==> src/rtl/dma_copy_engine.sv <==
// Peripheral-bus DMA copy engine: word-by-word read/write copy
// from SRC to DST for CNT words, with done/error flags and irq.
module dma_copy_engine #(
   parameter logic [14:0] BASE_ADDR = 15'h0090,
   parameter int          DEC_WD    = 3,
   parameter logic        PRIO      = 1'b0
) (
   input  logic        mclk,
   input  logic        puc_rst_n,
   input  logic [13:0] per_addr,
   input  logic [15:0] per_din,
   input  logic        per_en,
   input  logic [1:0]  per_we,
   output logic [15:0] per_dout,
   output logic        irq,
   output logic [14:0] dma_addr,
   output logic        dma_en,
   output logic [1:0]  dma_we,
   output logic [15:0] dma_din,
   output logic        dma_priority,
   output logic        dma_wkup,
   input  logic        dma_ready,
   input  logic [15:0] dma_dout,
   input  logic        dma_resp
);

   localparam logic [1:0] S_IDLE = 2'd0;
   localparam logic [1:0] S_RD   = 2'd1;
   localparam logic [1:0] S_RDW  = 2'd2;
   localparam logic [1:0] S_WR   = 2'd3;

   logic [1:0]        state;
   logic [1:0]        state_nxt;
   logic [15:0]       src;
   logic [15:0]       dst;
   logic [15:0]       cnt;
   logic [15:0]       data_buf;
   logic              done;
   logic              err;
   logic              ie;

   logic              reg_sel;
   logic              reg_wr;
   logic [DEC_WD-2:0] reg_idx;
   logic [15:0]       wmask;
   logic [15:0]       src_wval;
   logic [15:0]       dst_wval;
   logic [15:0]       cnt_wval;
   logic              wr_ctrl;
   logic              wr_src;
   logic              wr_dst;
   logic              wr_cnt;
   logic              start;
   logic              abort;
   logic              clr_done;
   logic              clr_err;
   logic              busy;

   logic              set_done;
   logic              set_err;
   logic              src_inc;
   logic              wr_step;
   logic              buf_ld;

   // Register decode and byte-lane write merge
   always_comb begin
      reg_sel  = per_en & (per_addr[13:DEC_WD-1] == BASE_ADDR[14:DEC_WD]);
      reg_wr   = reg_sel & (|per_we);
      reg_idx  = per_addr[DEC_WD-2:0];
      wmask    = {{8{per_we[1]}}, {8{per_we[0]}}};
      src_wval = (per_din & wmask) | (src & ~wmask);
      dst_wval = (per_din & wmask) | (dst & ~wmask);
      cnt_wval = (per_din & wmask) | (cnt & ~wmask);
      busy     = (state != S_IDLE);
      wr_ctrl  = reg_wr & (int'(reg_idx) == 0) & per_we[0];
      wr_src   = reg_wr & (int'(reg_idx) == 1) & ~busy;
      wr_dst   = reg_wr & (int'(reg_idx) == 2) & ~busy;
      wr_cnt   = reg_wr & (int'(reg_idx) == 3) & ~busy;
      start    = wr_ctrl & per_din[0];
      abort    = wr_ctrl & per_din[4];
      clr_done = wr_ctrl & per_din[1];
      clr_err  = wr_ctrl & per_din[2];
   end

   always_comb begin
      per_dout = 16'h0000;
      if (reg_sel && !(|per_we)) begin
         case (int'(reg_idx))
            0:       per_dout = {11'h000, 1'b0, ie, err, done, busy};
            1:       per_dout = src;
            2:       per_dout = dst;
            3:       per_dout = cnt;
            default: per_dout = 16'h0000;
         endcase
      end
   end

   // Transfer sequencing; abort outranks a same-cycle acceptance
   always_comb begin
      state_nxt = state;
      set_done  = 1'b0;
      set_err   = 1'b0;
      src_inc   = 1'b0;
      wr_step   = 1'b0;
      buf_ld    = 1'b0;
      case (state)
         S_IDLE: begin
            if (start) begin
               if (cnt != 16'h0000) state_nxt = S_RD;
               else                 set_done  = 1'b1;
            end
         end
         S_RD: begin
            if (abort) begin
               state_nxt = S_IDLE;
               set_err   = 1'b1;
            end else if (dma_ready) begin
               if (dma_resp) begin
                  state_nxt = S_IDLE;
                  set_err   = 1'b1;
               end else begin
                  state_nxt = S_RDW;
                  src_inc   = 1'b1;
               end
            end
         end
         S_RDW: begin
            if (abort) begin
               state_nxt = S_IDLE;
               set_err   = 1'b1;
            end else begin
               state_nxt = S_WR;
               buf_ld    = 1'b1;
            end
         end
         S_WR: begin
            if (abort) begin
               state_nxt = S_IDLE;
               set_err   = 1'b1;
            end else if (dma_ready) begin
               if (dma_resp) begin
                  state_nxt = S_IDLE;
                  set_err   = 1'b1;
               end else begin
                  wr_step = 1'b1;
                  if (cnt == 16'h0001) begin
                     state_nxt = S_IDLE;
                     set_done  = 1'b1;
                  end else begin
                     state_nxt = S_RD;
                  end
               end
            end
         end
         default: state_nxt = S_IDLE;
      endcase
   end

   always_ff @(posedge mclk) begin
      if (!puc_rst_n) begin
         state    <= S_IDLE;
         src      <= 16'h0000;
         dst      <= 16'h0000;
         cnt      <= 16'h0000;
         data_buf <= 16'h0000;
         done     <= 1'b0;
         err      <= 1'b0;
         ie       <= 1'b0;
      end else begin
         state <= state_nxt;
         if (wr_ctrl) ie <= per_din[3];
         // a flag set beats a same-cycle write-1-clear
         done <= (done & ~clr_done) | set_done;
         err  <= (err & ~clr_err) | set_err;
         if (buf_ld) data_buf <= dma_dout;
         if (src_inc)     src <= src + 16'd2;
         else if (wr_src) src <= {src_wval[15:1], 1'b0};
         if (wr_step)     dst <= dst + 16'd2;
         else if (wr_dst) dst <= {dst_wval[15:1], 1'b0};
         if (wr_step)     cnt <= cnt - 16'd1;
         else if (wr_cnt) cnt <= cnt_wval;
      end
   end

   always_comb begin
      dma_en   = (state == S_RD) | (state == S_WR);
      dma_we   = {2{state == S_WR}};
      dma_addr = 15'h0000;
      dma_din  = 16'h0000;
      if (state == S_RD) dma_addr = src[15:1];
      if (state == S_WR) begin
         dma_addr = dst[15:1];
         dma_din  = data_buf;
      end
   end

   assign irq          = ie & (done | err);
   assign dma_priority = PRIO;
   assign dma_wkup     = 1'b0;

endmodule
==> config.mk <==
export PLATFORM = sky130hd
export DESIGN_NAME = dma_copy_engine
export DESIGN_NICKNAME = d
export VERILOG_FILES = /design/src/rtl/dma_copy_engine.sv
export SDC_FILE = /design/constraint.sdc
export NUM_CORES = 1
export LEC_CHECK = 0
export CORE_AREA = 2 2 116 118
export CTS_CLUSTER_DIAMETER = 200
export CTS_CLUSTER_SIZE = 30
export DETAILED_ROUTE_END_ITERATION = 6
export DIE_AREA = 0 0 118 120
export REMOVE_ABC_BUFFERS = 1
export SETUP_SLACK_MARGIN = 0.2
export SLEW_MARGIN = 15
export SYNTH_ARGS = -nofsm -noshare
export SYNTH_HDL_FRONTEND = slang
export SYNTH_SLANG_ARGS = --single-unit
==> constraint.sdc <==
create_clock -name mclk -period 2.7 [get_ports mclk]
set_input_delay 0.54 -clock mclk [delete_from_list [all_inputs] [get_ports mclk]]
set_output_delay 0.54 -clock mclk [all_outputs]
set_load 0.02 [all_outputs]
==> flow_metrics.py <==
metrics = {
    "synth": {
        "seq_area_frac_synth_pct": 27.0,
        "syn-cell-area_um2": 4970,
        "synth.most_common_cell": "nand2_1",
        "yosysTopAreaCellShare_pct": 27.0,
        "synth_warnings": 0,
        "synth.top_cells.by_count": "nand2_1, dfxtp_1, nor2_1",
        "synth.area.top_cells": "dfxtp_1, nand2_1, nor2_1",
        "async_reset_ff_share_pct": 0,
        "synth-edff-count": 0,
        "ys_types": 76,
        "ys_seq_elements": 67,
        "synthCells": 658,
        "yosys_most_used_dff": "dfxtp_1",
        "avgSynthCellArea_um2": 7.56,
        "synth_largest_area_cell": "dfxtp_1",
    },
    "power_and_ir_drop": {
        "combPwrFrac_pct": 13.8,
        "intPower_mw": 2.07,
        "switchingPower_uw": 693,
        "pwr-share-seq_pct": 36.3,
        "p_leak_nw": 2.78,
        "power_density_nw_per_um2": 380,
        "ir_drop_mv": 0.395,
        "clockPowerShare_pct": 49.9,
        "switching_share_pct": 25.1,
    },
    "clock_tree": {
        "hold_buffers": 0,
        "clkSinkCount": 67,
        "cts_tree": "yes",
        "htree_levels": 3,
        "clk-insertion-delay-late_ns": 0.35,
        "numCtsBuffers": 9,
        "cts-root-buf": "clkbuf_16",
        "clkTransAtPathRegs_ns": 0.06,
        "cts_buffer_depth": 2,
    },
    "sta": {
        "slew_violations": 0,
        "setup_viol": 0,
        "finalCritPeriodShare_pct": 94.2,
        "rsz0062_at_grt": "true",
        "period_needed_ns": 2.54,
        "fin_skew_ns": 0.00737,
        "holdWs_ns": 0.450,
        "max_freq_ghz": 0.393,
        "max-slew-margin-rel_pct": 56.0,
        "hold_viol": 0,
        "worstMarginPinSlew_ns": 0.655,
    },
    "worst_setup_path": {
        "cp_num_buf_inv": 3,
        "worst_r2r_endpoint": "src[15]$_SDFFE_PN0P_",
        "path_max_fanout": 7,
        "cp-end-kind": "primary output",
        "path_delay_family": "simple AND/OR/NAND/NOR gates",
        "crit_chain": "buf_6 > nor4_4 > nand4_1 > or3_4 > buf_12 > nor2b_4 > buf_6",
        "r2r_cells": 8,
        "critical_path.most_common_cell": "buf_6",
        "r2r_start": "state[1]$_SDFFE_PN0P_",
        "slowest_delay_ns": 0.46,
        "critPathKind": "in2out",
        "worstPathArrival_ns": 2.00,
        "worstSetupStartpoint": "per_addr[8]",
        "reg2reg_setup_slack_ns": 0.33,
        "critPathRequiredTime_ns": 2.16,
        "slowest_stage": "or3_4",
        "critPathLaunchType": "primary input",
    },
    "drt": {
        "wl_mm": 20.1,
        "vias": 5897,
        "ant_nets": 0,
        "initialDrtViolationCount": 473,
        "drc": 0,
        "viasPerCell": 6.00,
        "wl_per_cell_um": 20.4,
        "dr.pass1.iters": 5,
    },
    "cells_and_area": {
        "layout.nets": 865,
        "fin_util_pct": 56.0,
        "n_antenna_cell": 0,
        "drive_gt1_share_pct": 23.7,
        "area.growth.synth_to_final_pct": 46.2,
    },
    "floorplanning": {
        "initial_core_util_pct": 38.3,
        "dieArea_um2": 14200,
        "ios": 106,
        "num_rows": 42,
        "fp.coreArea_um2": 13000,
        "die_x_um": 118,
        "die-height_um": 120,
    },
    "grt": {
        "antenna_found_initial": 0,
        "grt_overflow": 0,
        "grt_pass1_vias": 5686,
        "grtUsageMet2_pct": 46.1,
        "top_usage_layer": "met2",
        "globalRouteMet3Util_pct": 5.70,
        "grt_pass1_wl_mm": 31.1,
        "met1_usage_pct": 35.2,
        "grt_max_degree": 28,
        "grt_use_total_pct": 28.1,
    },
    "flow_run": {
        "maxCapViolCount": 0,
    },
    "placement": {
        "io_buffers": 103,
        "hpwl_mm": 14.3,
        "place_congestion": 0.890,
    },
    "hold_path": {
        "worstHoldStart": "data_buf[14]$_SDFFE_PN0P_",
        "hp-class": "reg2reg",
        "hold_end": "data_buf[14]$_SDFFE_PN0P_",
        "hold_depth": 2,
    },
    "outcome": {
        "status": "complete, no violations",
    },
}
cells in the final DEF (no fill, tap or decap), types with 13 or more instances in the layout:
cell and instances:
nand4_1 15, nand3_1 31, nand2_1 99, and2_1 24, nor2_1 36, nor2_4 13, buf_6 17, a311oi_1 13
o21ai_0 33, buf_4 69, dfxtp_1 67, a31oi_1 17, a21oi_1 30, clkdlybuf4s50_1 41, nor3_1 14, a211oi_1 15
dlygate4sd2_1 27
metal layers:
metal / wire length, um / part of all wire, % / vias to the layer above
met5: 0 / 0 / -
met1: 8430 / 42 / 2806
li1: - / - / 2755
met3: 1310 / 6.5 / 62
met4: 841 / 4.2 / 0
met2: 9480 / 47 / 274
how the worst max path moves through the flow:
stage	endpoint	slack [ns]	cells after the start
after floorplan	cnt[12]$_SDFFE_PN0P_	-0.48	5
after global placement	per_dout[2]	-0.65	7
after detailed placement	per_dout[1]	-0.75	7
after CTS	per_dout[1]	0.08	7
after global routing	per_dout[9]	0.13	7
final	per_dout[1]	0.16	7
flip-flops by register name (all words and copies together) (netlist names):
register / cells
done: 1
state: 2
err: 1
data_buf: 16
src: 15
dst: 15
ie: 1
cnt: 16
logic make-up after synthesis:
group                      share of synthesized area [%]
and+or+nand+nor                                     31.9
buffers and inverters                               5.64
DFF                                                 27.0
adders and majority gates                           2.26
muxes                                               6.29
xor gates and xnor gates                           0.705
AOI/OAI and AO/OA                                   26.1
other                                             0.0754
timing repair:
action,CTS,global route
endpoints found under the setup margin,41,26
setup buffers,3,0
pin swaps,18,4
gates resized for setup,196,26
gates cloned,3,0
final cells by class:
cell class / instances / area (um^2)
clock buffer: 9 / 225
clock inverter: 6 / 115
fill: 1271 / 5710
inverter: 12 / 45.0
multi-input combinational: 529 / 3540
sequential: 67 / 1340
tap: 176 / 220
timing repair buffer: 184 / 1790
power groups by stage:
| stage | combinational (mW) | clock [mW] | sequential (mW) |
|---|---|---|---|
| 2_1_floorplan | 0.116 | 0 | 1.02 |
| 3_3_place_gp | 0.357 | 0 | 1.02 |
| 3_5_place_dp | 0.364 | 0 | 1.03 |
| 4_1_cts | 0.370 | 1.39 | 1.00 |
| 5_1_grt | 0.401 | 1.43 | 1.00 |
| 6_report | 0.381 | 1.38 | 1.00 |
tightest hold or removal path, cell delays in order, from the launching register on:
cell	delay (ns)
dfxtp_1	0.30
nand2_1	0.05
a21oi_1	0.05
metrics by stage:
step	instances	worst slack, ns	cell area [um^2]	total power, mW	TNS, ns
detailed placement	962	-0.750	6680	1.39	-11.54
global placement	962	-0.652	6680	1.38	-10.08
finish	983	0.158	7270	2.76	0
global route	983	0.133	7270	2.84	0
CTS	983	0.0777	7180	2.76	0
floorplan	608	-0.481	4740	1.14	-7.06
Note: power is estimated with default switching activity, not from simulation.
